<file path="src/rtl/seq_logic_pkg.sv">
// Shared definitions for the sequential logic unit: op encoding and FSM states.
package seq_logic_pkg;

  // Operation select encoding
  localparam logic [2:0] OP_AND   = 3'd0;
  localparam logic [2:0] OP_OR    = 3'd1;
  localparam logic [2:0] OP_XOR   = 3'd2;
  localparam logic [2:0] OP_XNOR  = 3'd3;
  localparam logic [2:0] OP_NAND  = 3'd4;
  localparam logic [2:0] OP_NOR   = 3'd5;
  localparam logic [2:0] OP_NOTA  = 3'd6;
  localparam logic [2:0] OP_PASSA = 3'd7;

  // Transaction FSM states
  typedef enum logic [1:0] {
    IDLE = 2'd0,
    BUSY = 2'd1,
    DONE = 2'd2
  } state_e;

endpackage

</file>
<file path="src/rtl/seq_logic_unit_logic_slice.sv">
// Combinational SLICE-bit logic lane.
// Ports:
//   a_i, b_i : SLICE-bit operand slices
//   op_i     : operation select (seq_logic_pkg OP_* encoding)
//   y_o      : SLICE-bit result slice
//   eq_o     : 1 when a_i == b_i on this slice
module logic_slice
  import seq_logic_pkg::*;
#(
  parameter int unsigned SLICE = 2
) (
  input  logic [SLICE-1:0] a_i,
  input  logic [SLICE-1:0] b_i,
  input  logic [2:0]       op_i,
  output logic [SLICE-1:0] y_o,
  output logic             eq_o
);

  // Bitwise operation select
  always_comb begin
    y_o = '0;
    case (op_i)
      OP_AND:   y_o = a_i & b_i;
      OP_OR:    y_o = a_i | b_i;
      OP_XOR:   y_o = a_i ^ b_i;
      OP_XNOR:  y_o = a_i ~^ b_i;
      OP_NAND:  y_o = ~(a_i & b_i);
      OP_NOR:   y_o = ~(a_i | b_i);
      OP_NOTA:  y_o = ~a_i;
      OP_PASSA: y_o = a_i;
      default:  y_o = '0;
    endcase
  end

  // Slice equality is the AND of all XNOR bits, independent of op
  assign eq_o = &(a_i ~^ b_i);

endmodule

</file>
<file path="src/rtl/seq_logic_unit.sv">
// Sequential bitwise logic unit: processes WIDTH-bit operands SLICE bits per
// cycle (LSB slice first) under valid/ready handshakes, with eq/parity/zero flags.
// Ports:
//   clk, rst            : clock, synchronous active-high reset
//   in_valid / in_ready : operand handshake (in_ready high only in IDLE)
//   A, B, op            : operands and operation, latched at acceptance
//   out_valid/out_ready : result handshake; results held while out_ready=0
//   Output              : WIDTH-bit result
//   eq, parity, zero    : A==B, XOR-reduction of Output, Output==0
module seq_logic_unit
  import seq_logic_pkg::*;
#(
  parameter int unsigned WIDTH = 8,
  parameter int unsigned SLICE = 2
) (
  input  logic             clk,
  input  logic             rst,
  input  logic             in_valid,
  output logic             in_ready,
  input  logic [WIDTH-1:0] A,
  input  logic [WIDTH-1:0] B,
  input  logic [2:0]       op,
  output logic             out_valid,
  input  logic             out_ready,
  output logic [WIDTH-1:0] Output,
  output logic             eq,
  output logic             parity,
  output logic             zero
);

  localparam int unsigned NSLICE = WIDTH / ((SLICE == 0) ? 1 : SLICE);
  localparam int unsigned CW     = (NSLICE > 1) ? $clog2(NSLICE) : 1;

  // Reject slice widths that do not tile the operand exactly
  if (SLICE == 0 || WIDTH == 0) begin : g_bad_param
    $error("seq_logic_unit: WIDTH and SLICE must be >= 1");
  end else if ((WIDTH % SLICE) != 0) begin : g_bad_slice
    $error("seq_logic_unit: SLICE must divide WIDTH");
  end

  state_e           state_q, state_d;
  logic [CW-1:0]    cnt_q, cnt_d;
  logic [WIDTH-1:0] a_q, a_d;
  logic [WIDTH-1:0] b_q, b_d;
  logic [2:0]       op_q, op_d;
  logic [WIDTH-1:0] out_q, out_d;
  logic             eq_q, eq_d;
  logic             par_q, par_d;
  logic             zero_q, zero_d;
  logic             ov_q, ov_d;

  logic [SLICE-1:0] a_sl, b_sl, y_sl;
  logic             sl_eq;

  // Select the operand slice addressed by the counter
  always_comb begin
    a_sl = '0;
    b_sl = '0;
    for (int unsigned i = 0; i < NSLICE; i++) begin
      if (cnt_q == CW'(i)) begin
        a_sl = a_q[i*SLICE +: SLICE];
        b_sl = b_q[i*SLICE +: SLICE];
      end
    end
  end

  logic_slice #(.SLICE(SLICE)) u_slice (
    .a_i  (a_sl),
    .b_i  (b_sl),
    .op_i (op_q),
    .y_o  (y_sl),
    .eq_o (sl_eq)
  );

  // Next-state and datapath update
  always_comb begin
    state_d = state_q;
    cnt_d   = cnt_q;
    a_d     = a_q;
    b_d     = b_q;
    op_d    = op_q;
    out_d   = out_q;
    eq_d    = eq_q;
    par_d   = par_q;
    zero_d  = zero_q;
    ov_d    = ov_q;

    case (state_q)
      IDLE: begin
        if (in_valid) begin
          a_d     = A;
          b_d     = B;
          op_d    = op;
          cnt_d   = '0;
          state_d = BUSY;
        end
      end

      BUSY: begin
        for (int unsigned i = 0; i < NSLICE; i++) begin
          if (cnt_q == CW'(i)) begin
            out_d[i*SLICE +: SLICE] = y_sl;
          end
        end
        // First slice seeds the accumulator so stale eq never leaks in
        eq_d = (cnt_q == '0) ? sl_eq : (eq_q & sl_eq);
        if (cnt_q == CW'(NSLICE - 1)) begin
          // Flags are taken from the completed result on the final slice
          par_d   = ^out_d;
          zero_d  = (out_d == '0);
          ov_d    = 1'b1;
          state_d = DONE;
        end else begin
          cnt_d = cnt_q + CW'(1);
        end
      end

      DONE: begin
        if (out_ready) begin
          ov_d    = 1'b0;
          state_d = IDLE;
        end
      end

      default: begin
        ov_d    = 1'b0;
        state_d = IDLE;
      end
    endcase
  end

  // State and datapath registers
  always_ff @(posedge clk) begin
    if (rst) begin
      state_q <= IDLE;
      cnt_q   <= '0;
      a_q     <= '0;
      b_q     <= '0;
      op_q    <= '0;
      out_q   <= '0;
      eq_q    <= 1'b0;
      par_q   <= 1'b0;
      zero_q  <= 1'b0;
      ov_q    <= 1'b0;
    end else begin
      state_q <= state_d;
      cnt_q   <= cnt_d;
      a_q     <= a_d;
      b_q     <= b_d;
      op_q    <= op_d;
      out_q   <= out_d;
      eq_q    <= eq_d;
      par_q   <= par_d;
      zero_q  <= zero_d;
      ov_q    <= ov_d;
    end
  end

  // in_ready is gated by rst so it reads 0 throughout reset
  assign in_ready  = (state_q == IDLE) && !rst;
  assign out_valid = ov_q;
  assign Output    = out_q;
  assign eq        = eq_q;
  assign parity    = par_q;
  assign zero      = zero_q;

endmodule

</file>
<file path="config.mk">
export PLATFORM = sky130hd
export DESIGN_NAME = seq_logic_unit
export DESIGN_NICKNAME = d
export VERILOG_FILES = /design/src/rtl/seq_logic_pkg.sv /design/src/rtl/seq_logic_unit_logic_slice.sv /design/src/rtl/seq_logic_unit.sv
export SDC_FILE = /design/constraint.sdc
export NUM_CORES = 1
export LEC_CHECK = 0
export CAP_MARGIN = 5
export CORE_MARGIN = 2
export CORE_UTILIZATION = 52
export CTS_CLUSTER_SIZE = 25
export DETAILED_ROUTE_END_ITERATION = 16
export HOLD_SLACK_MARGIN = 0.03
export PLACE_DENSITY = 0.8
export RECOVER_POWER = 25
export SYNTH_ARGS = -nofsm -noshare
export SYNTH_HDL_FRONTEND = slang
export SYNTH_HIERARCHICAL = 1
export SYNTH_SLANG_ARGS = --single-unit
</file>
<file path="constraint.sdc">
create_clock -name clk -period 4.5 [get_ports clk]
set_input_delay 0.45 -clock clk [delete_from_list [all_inputs] [get_ports clk]]
set_output_delay 0.45 -clock clk [all_outputs]
set_load 0.05 [all_outputs]
</file>
==> results.sh <==
export IMPL_max_stage_delay_ns=0.41
export IMPL_fillers=309
export IMPL_ys_warnings_count=6
export IMPL_synth_top_area_cell="dfxtp_1"
export IMPL_finalCritPeriodShare=0.799
export IMPL_drtIter0Drc=143
export IMPL_seqPwrFrac=0.423
export IMPL_cp_required_ns=4.70
export IMPL_synth_top_area_frac=0.362
export IMPL_fp_coreArea_um2=3610
export IMPL_synth_avg_cell_area_um2=8.09
export IMPL_cp_top_family="adder cells"
export IMPL_wl_per_cell_um=12.1
export IMPL_grt_busiest_layer="met2"
export IMPL_dp_hpwl_um=2710
export IMPL_cts_tree="yes"
export IMPL_regArea_um2=701
export IMPL_synth_fa_ha_area_frac=0.0841
export IMPL_rsz0062_at_grt="no"
export IMPL_cts_hold_buf=0
export IMPL_clock_path_buffers=2
export IMPL_async_reset_ff_frac=0
export IMPL_grt_pass1_vias=1542
export IMPL_min_path_type="register to register"
export IMPL_drv_cap=0
export IMPL_track_usage=0.202
export IMPL_worst_pin_slew_ns=1.02
export IMPL_met1_usage=0.252
export IMPL_relSlewSlack=0.317
export IMPL_final_cell_mix="49 x nand2_1, 40 x a21oi_1, 35 x dfxtp_1"
export IMPL_setup_viol=0
export IMPL_p_leak_nw=0.870
export IMPL_yosys_area_share_xor_xnor=0.0272
export IMPL_root_buffer="clkbuf_8"
export IMPL_ir_worst_vdd_uv=240
export IMPL_synth_edf_count=0
export IMPL_hold_slack_ns=0.460
export IMPL_synth_mux_area_frac=0.0524
export IMPL_crit_chain="inv_1 > ha_1 > a21oi_1 > o21ai_0 > a22o_1 > inv_1 > ha_1 > xnor2_1 > mux2_2 > nor2_1 > o22a_1 > mux2i_1 > ha_1 > xnor2_1 > xnor2_1 > a311oi_1"
export IMPL_vias_per_cell=5.28
export IMPL_post_cts_buffers=0
export IMPL_die_y_um=65.0
export IMPL_worst_clock_skew_ns=0.00512
export IMPL_area_delta_synth_final_pct=21.0
export IMPL_power_density_nw_per_um2=346
export IMPL_fmax_mhz=278
export IMPL_synthesis_area_um2=1930
export IMPL_crit_path_start_kind="register"
export IMPL_drive_gt1_frac=0.0491
export IMPL_p_comb_frac=0.220
export IMPL_cts_max_level=2
export IMPL_holdCritStartpoint="b_q[2]$_SDFFE_PP0P_"
export IMPL_synth_top_family_by_area="simple AND/OR/NAND/NOR gates"
export IMPL_cp_max_fo=10
export IMPL_ys_flop_type="dfxtp_1"
export IMPL_syn_nets=275
export IMPL_startpoint="cnt_q[1]$_SDFFE_PP0P_"
export IMPL_synth_area_top_cells="dfxtp_1 36%, a21oi_1 10%, nand2_1 9.5%"
export IMPL_synth_simple_area_share=0.199
export IMPL_drc=0
export IMPL_portBuffers=35
export IMPL_die_x_um=65.0
export IMPL_n_antenna_cell=0
export IMPL_overflow=0
export IMPL_hold_viol=0
export IMPL_drtPass1Iterations=5
export IMPL_power_mw=0.809
export IMPL_grt_max_degree=37
export IMPL_numCtsBuffers=5
export IMPL_outcome="finished clean"
export IMPL_p_sw_frac=0.275
export IMPL_placed_area_um2=2230
export IMPL_tns_ns=0
export IMPL_cp_buffers_inverters=2
export IMPL_cts_sink_count=35
export IMPL_dp_cells=305
export IMPL_synth_compound_area_frac=0.185
export IMPL_slew_viol_final=0
export IMPL_reg2reg_setup_slack_ns=0.90
export IMPL_yosysSeqAreaShare=0.362
export IMPL_r2r_start="cnt_q[1]$_SDFFE_PP0P_"
export IMPL_synthCells=239
export IMPL_intPower_mw=0.586
export IMPL_clkLatencyLatePin_ns=0.29
export IMPL_clk_pin_slew_worst_paths_ns=0.07
export IMPL_cts_resized=0
export IMPL_crit_type="register to register"
export IMPL_met2_usage=0.332
export IMPL_io_pins=36
export IMPL_ant_nets=0
export IMPL_instances_no_fill=313
export IMPL_fin_crit_ns=3.60
export IMPL_clockPowerShare=0.357
export IMPL_final_nets=300
export IMPL_multi_input_area_um2=1050
export IMPL_critPathArrivalTime_ns=3.79
export IMPL_yosysUniqueCellTypes=35
export IMPL_synth_seq_cells=35
export IMPL_drt_wl_total_um=3800
export IMPL_place_congestion=0.851
export IMPL_grt_use_met3=0.0469
export IMPL_num_vias=1652
export IMPL_die_area_um2=4220
export IMPL_switchingPower_mw=0.222
export IMPL_cp_end_kind="register"
export IMPL_grt_first_pass_wirelength_um=6620
export IMPL_initial_core_util=0.536
export IMPL_crit_slowest_cell="ha_1"
export IMPL_row_count=22
export IMPL_final_cell_area_um2=2340
export IMPL_layout_commonest_cell="nand2_1"
export IMPL_antenna_found_initial=0
## routing by layer
metal / wire length, um / vias to the layer above
met5: 0 / -
met4: 30 / 0
met3: 180 / 2
met2: 1860 / 43
met1: 1730 / 750
li1: - / 857
## final timing paths
| path | to | cells past startpoint |
|---|---|---|
| worst max-delay path | parity$_SDFFE_PP0P_ | 16 |
| worst min-delay path | b_q[2]$_SDFFE_PP0P_ | 2 |
| worst max register to register | parity$_SDFFE_PP0P_ | 16 |
| worst min register to register | b_q[2]$_SDFFE_PP0P_ | 2 |
## cell families after synthesis
family | after synthesis
compound gates | 61
xor+xnor | 6
fa+ha+maj | 13
buf+inv | 33
flops | 35
mux | 10
simple gates | 81
## power groups by stage
stage | registers [mW] | clock network, mW | logic [mW]
finish | 0.342 | 0.288 | 0.178
global route | 0.345 | 0.307 | 0.197
CTS | 0.343 | 0.294 | 0.178
detailed placement | 0.350 | 0 | 0.177
global placement | 0.349 | 0 | 0.176
floorplan | 0.360 | 0 | 0.120
## sequential cells by signal (all words and copies together) (netlist names)
| name | count |
|---|---|
| Output | 8 |
| a_q | 8 |
| b_q | 8 |
| op_q | 3 |
| cnt_q | 2 |
| state_q | 2 |
| eq | 1 |
| out_valid | 1 |
| parity | 1 |
| zero | 1 |
## worst register-to-register path, stage by stage, from the launching register on
cell and delay, ns:
dfxtp_1 0.34, inv_1 0.11, ha_1 0.41, a21oi_1 0.12, o21ai_0 0.09, a22o_1 0.21, inv_1 0.06, ha_1 0.33
xnor2_1 0.15, mux2_2 0.28, nor2_1 0.10, o22a_1 0.28, mux2i_1 0.14, ha_1 0.33, xnor2_1 0.21, xnor2_1 0.10
a311oi_1 0.26
## cell usage after synthesis (all sizes together), types with 2 or more instances
cell type,instances
a211oi,5
a21oi,40
a221oi,2
a22o,4
a311oi,3
buf,13
clkbuf,5
dfxtp,35
ha,13
inv,15
mux2i,9
nand2,49
nand3,8
nand3b,2
nor2,8
nor2b,2
nor3,3
nor3b,2
o21ai,5
or3b,2
xnor2,5
## area by class of cell
class,count,share of cell area
Sequential cell,35,0.299
Clock buffer,6,0.0353
Inverter,15,0.0241
Tap cell,48,0.0257
Timing Repair Buffer,36,0.153
Clock inverter,2,0.0150
Multi-Input combinational cell,171,0.448
## metrics by stage
step,worst slack [ns],util
after floorplan,1.32,-
after global placement,1.07,0.620
after detailed placement,0.933,0.620
after CTS,0.922,0.652
after global routing,0.617,0.649
final,0.903,0.649
No activity file was read; power rests on OpenSTA's default activity.
==> RTL edit 1: new RTL, config.mk and constraints unchanged <==
Encoding of `state_e`: now one-hot (3 bits for 3 states).
--- a/src/rtl/seq_logic_pkg.sv
+++ b/src/rtl/seq_logic_pkg.sv
@@ -13,8 +13,8 @@
 
   // Transaction FSM states
-  typedef enum logic [1:0] {
-    IDLE = 2'd0,
-    BUSY = 2'd1,
-    DONE = 2'd2
+  typedef enum logic [2:0] {
+    IDLE = 3'b001,
+    BUSY = 3'b010,
+    DONE = 3'b100
   } state_e;
 
Check against the original RTL: no difference found for any inputs over 10 cycles, from zero or initial values and one cycle with rst high; not proved beyond that.
==> RTL edit 1 against the original RTL <==
Clock skew is 1.4 ps lower. Area after synthesis up 6.3%. Critical path depth is the same. Sequential cell count increased by 1. Design area is 3.7% higher. Power is 9.5% lower. Count of clock-buffer cells in the layout up 2. Wire length rose by 14%. Worst setup slack worse by 16 ps.
==> RTL edit 1: results (changes against the original RTL) <==
status=completed (unchanged); pin count of the biggest net entering global routing=39 (was 37); min-delay src=a_q[3] (was b_q[2]); Synth top cells by count=43 x nand2_1, 37 x a21oi_1, 36 x dfxtp_1 (was 49 x nand2_1, 40 x a21oi_1, 35 x dfxtp_1); drt first-iter violations=96 (was 143); arrival time at the worst endpoint=3810 ps (was 3790 ps); Syn. warnings=6 (unchanged); post-synth cell types=41 (was 35); CP delay by family, top=adder cells (unchanged); DP Wirelength=3080 um (was 2710 um); leakage=0.861 nW (was 0.870 nW); xor-xnor portion of the synthesized cell area=2.98% (was 2.72%); Post-Route WL=4320 um (was 3800 um); first-pass GRT wire length=7250 um (was 6620 um); Adder-Cell Fraction of Synth Area=7.91% (was 8.41%); placed cell count=307 (was 305); cell internal pwr=0.000527 W (was 0.000586 W); Final #Nets=302 (was 300); vias in the first global route=1,600 (was 1,542); Post-Route Skew=3.75 ps (was 5.12 ps); Final Util=64.8% (was 64.9%); 1st-pass router iterations=4 (was 5); layout cells sized above 1=6.74% (was 4.91%); DP Area=0.00234 mm^2 (was 0.00223 mm^2); Seq/Total Area, Yosys=35.1% (was 36.2%); VDD IR max=0.000204 V (was 0.000240 V); Mapped Cells=243 (was 239); R2R Setup Slk=890 ps (was 900 ps); Worst Tran Pin Value=960 ps (was 1020 ps); Mapped Nets=279 (was 275); post-cts resize count=0 (unchanged); Min-Delay Endpoint=a_q[3] (was b_q[2]); initial antenna violation count=0 (unchanged); Vias=1,718 (was 1,652); GP Congestion=0.863 (was 0.851); GRT Overall Usage=21.5% (was 20.2%); Longest Clk Path Bufs=2 (unchanged); Synth area leaders=dfxtp_1 35%, a21oi_1 9.0%, ha_1 7.9% (was dfxtp_1 36%, a21oi_1 10%, nand2_1 9.5%); Fillers=357 (was 309); mux share of post-synthesis cell area=4.44% (was 5.24%)
[RTL edit 1: cell types whose count changed after synthesis, moves of 3 or more]
| cell | change |
|---|---|
| a211oi_2 | +7 |
| nand2_1 | -6 |
| buf_4 | +5 |
| nand3_1 | -4 |
| nor2_1 | +4 |
| a211oi_1 | -3 |
| a21oi_1 | -3 |
| buf_2 | -3 |
[RTL edit 1: per-stage QoR]
| step | hold WS (ps) | setup slack, ps |
|---|---|---|
| final | 461 | 887 |
| after global routing | 475 | 660 |
| after CTS | 462 | 913 |
| after detailed placement | 452 | 934 |
| after global placement | 443 | 1080 |
| after floorplan | 433 | 1300 |
[RTL edit 1: worst max-delay path by stage]
stage | start | endpoint | slack (ps) | cells after the start
2_1_floorplan | cnt_q[0] | parity | 1300 | 16
5_1_grt | cnt_q[1] | parity | 660 | 16
4_1_cts | cnt_q[1] | parity | 910 | 16
3_5_place_dp | cnt_q[1] | parity | 930 | 16
6_report | cnt_q[1] | parity | 890 | 16
3_3_place_gp | cnt_q[0] | parity | 1080 | 13
[RTL edit 1: metal layers]
metal  track usage (%)  wire length, um  share of wire, %  up-vias
met3              5.91              198               4.6       11
met5                 0                0                 0        -
met1              28.8             2040                47      778
met4              8.93               94               2.2        0
li1                  -                -                 -      889
met2              32.4             1980                46       40
[RTL edit 1: cell type report]
| cell class | count | share of cell area [%] |
|---|---|---|
| multi-input combinational | 174 | 47.3 |
| sequential | 36 | 29.7 |
| timing repair buffer | 36 | 14.7 |
| clock buffer | 8 | 3.71 |
| tap | 48 | 2.48 |
| inverter | 13 | 2.01 |
[RTL edit 1: power groups by stage]
stage | logic [W] | clock network [W] | registers [W]
2_1_floorplan | 0.000107 | 0 | 0.000357
3_3_place_gp | 0.000143 | 0 | 0.000357
3_5_place_dp | 0.000145 | 0 | 0.000358
4_1_cts | 0.000147 | 0.000237 | 0.000351
5_1_grt | 0.000160 | 0.000256 | 0.000353
6_report | 0.000145 | 0.000235 | 0.000351
[RTL edit 1: logic make-up after synthesis]
group                      Yosys count
xor gates and xnor gates             7
muxes                                9
and+or+nand+nor                     80
buffers and inverters               33
AOI/OAI and AO/OA                   65
adders and majority gates           13
DFF                                 36
[RTL edit 1: tightest hold or removal path: cells and delay by family (launching register included)]
family / cells / cell delay, ps
flip-flops: 1 / 310
AO/OA/AOI/OAI: 1 / 50
AND/OR/NAND/NOR: 1 / 50
==> RTL edit 2: new RTL, same flow settings <==
Made on the original files. `SLICE` is set to 2 in 2 places; all go to 4.
--- a/src/rtl/seq_logic_unit_logic_slice.sv
+++ b/src/rtl/seq_logic_unit_logic_slice.sv
@@ -8,5 +8,5 @@
   import seq_logic_pkg::*;
 #(
-  parameter int unsigned SLICE = 2
+  parameter int unsigned SLICE = 4
 ) (
   input  logic [SLICE-1:0] a_i,
--- a/src/rtl/seq_logic_unit.sv
+++ b/src/rtl/seq_logic_unit.sv
@@ -12,5 +12,5 @@
 #(
   parameter int unsigned WIDTH = 8,
-  parameter int unsigned SLICE = 2
+  parameter int unsigned SLICE = 4
 ) (
   input  logic             clk,
Behaviour: not the same (a bounded check fails within 4 cycles, from zero or initial values and one cycle with rst high).
==> RTL edit 2 against the original RTL <==
Critical path type unchanged. Power is 4.4% lower. Cell count down 1.3%. Sequential cell count fell by 1. Synthesized cell count shrank 2.5%. Design area grew 0.70%. Area after synthesis is 2.9% higher. Worst setup slack improved by 100 ps. First-iteration DRC count is 41% lower. Largest power group unchanged. Combinational power increased by 11%. Wire length grew 3.8%. Maximum frequency rose by 3.0%. The flow now finishes with violations (capacitance limit, slew limit). Count of clock-buffer cells in the layout up 1.
==> RTL edit 2: results (changes against the original RTL) <==
Min-Delay Endpoint=a_q[7] (was b_q[2]); violated checks=capacitance limit, slew limit; min-delay src=a_q[7] (was b_q[2]); 1st-pass router iterations=4 (was 5); GP Congestion=0.879 (was 0.851); fin cells=309 (was 313); arrival time at the worst endpoint=3670 ps (was 3790 ps); VDD IR max=0.000159 V (was 0.000240 V); Mapped Cells=233 (was 239); Hold Slack=455 ps (was 460 ps); Synth top cells by count=52 x nand2_1, 34 x dfxtp_1, 28 x a21oi_1 (was 49 x nand2_1, 40 x a21oi_1, 35 x dfxtp_1); Synth Area in Compound Gates=13.2% (was 18.5%); DP Wirelength=2790 um (was 2710 um); max-slew violations=20 (was 0); Worst Tran Pin Value=1870 ps (was 1020 ps); Mapped Nets=268 (was 275); CP Launch Point=cnt_q (was cnt_q[1]); Fillers=329 (was 309); drt first-iter violations=85 (was 143); Clk. pwr=0.000233 W (was 0.000288 W); Adder-Cell Fraction of Synth Area=7.54% (was 8.41%); Seq/Total Area, Yosys=34.2% (was 36.2%); Final #Nets=295 (was 300); die area=0.00434 mm^2 (was 0.00422 mm^2); Vias=1,627 (was 1,652); CP delay by family, top=flip-flops (was adder cells); drt wl/cell=12.8 um (was 12.1 um); pin count of the biggest net entering global routing=35 (was 37); status=finished, violations left (was completed); Max Cap Viol=1 (was 0); vias in the first global route=1,526 (was 1,542); Synth area leaders=dfxtp_1 34%, nand2_1 9.8%, mux2i_1 8.0% (was dfxtp_1 36%, a21oi_1 10%, nand2_1 9.5%); mux share of post-synthesis cell area=13.1% (was 5.24%)
==> RTL edit 2: cell type report <==
type / count / area share [%]
clock buffers: 7 / 3.66
clock inverters: 1 / 0.212
inverters: 14 / 2.23
multi-input cells: 169 / 47.3
flip-flops and latches: 34 / 28.9
well taps: 48 / 2.55
repair buffers: 36 / 15.2
==> RTL edit 2: metrics by stage <==
stage | setup slack, ps | cell area, um^2 | total power [W]
final | 1010 | 2360 | 0.000773
after CTS | 981 | 2370 | 0.000773
after floorplan | 1730 | 1990 | 0.000499
after detailed placement | 1010 | 2280 | 0.000546
after global routing | 735 | 2360 | 0.000809
after global placement | 1090 | 2280 | 0.000542
==> RTL edit 2: layer usage <==
layer  vias up  share of wire, %  routed length, um  track usage, %
met5         -                 0                  0               0
met4         0               1.4                 54            7.03
met3         4               5.1                200            4.60
met2        43                45               1770            31.9
met1       737                49               1920            27.8
li1        843                 -                  -               -
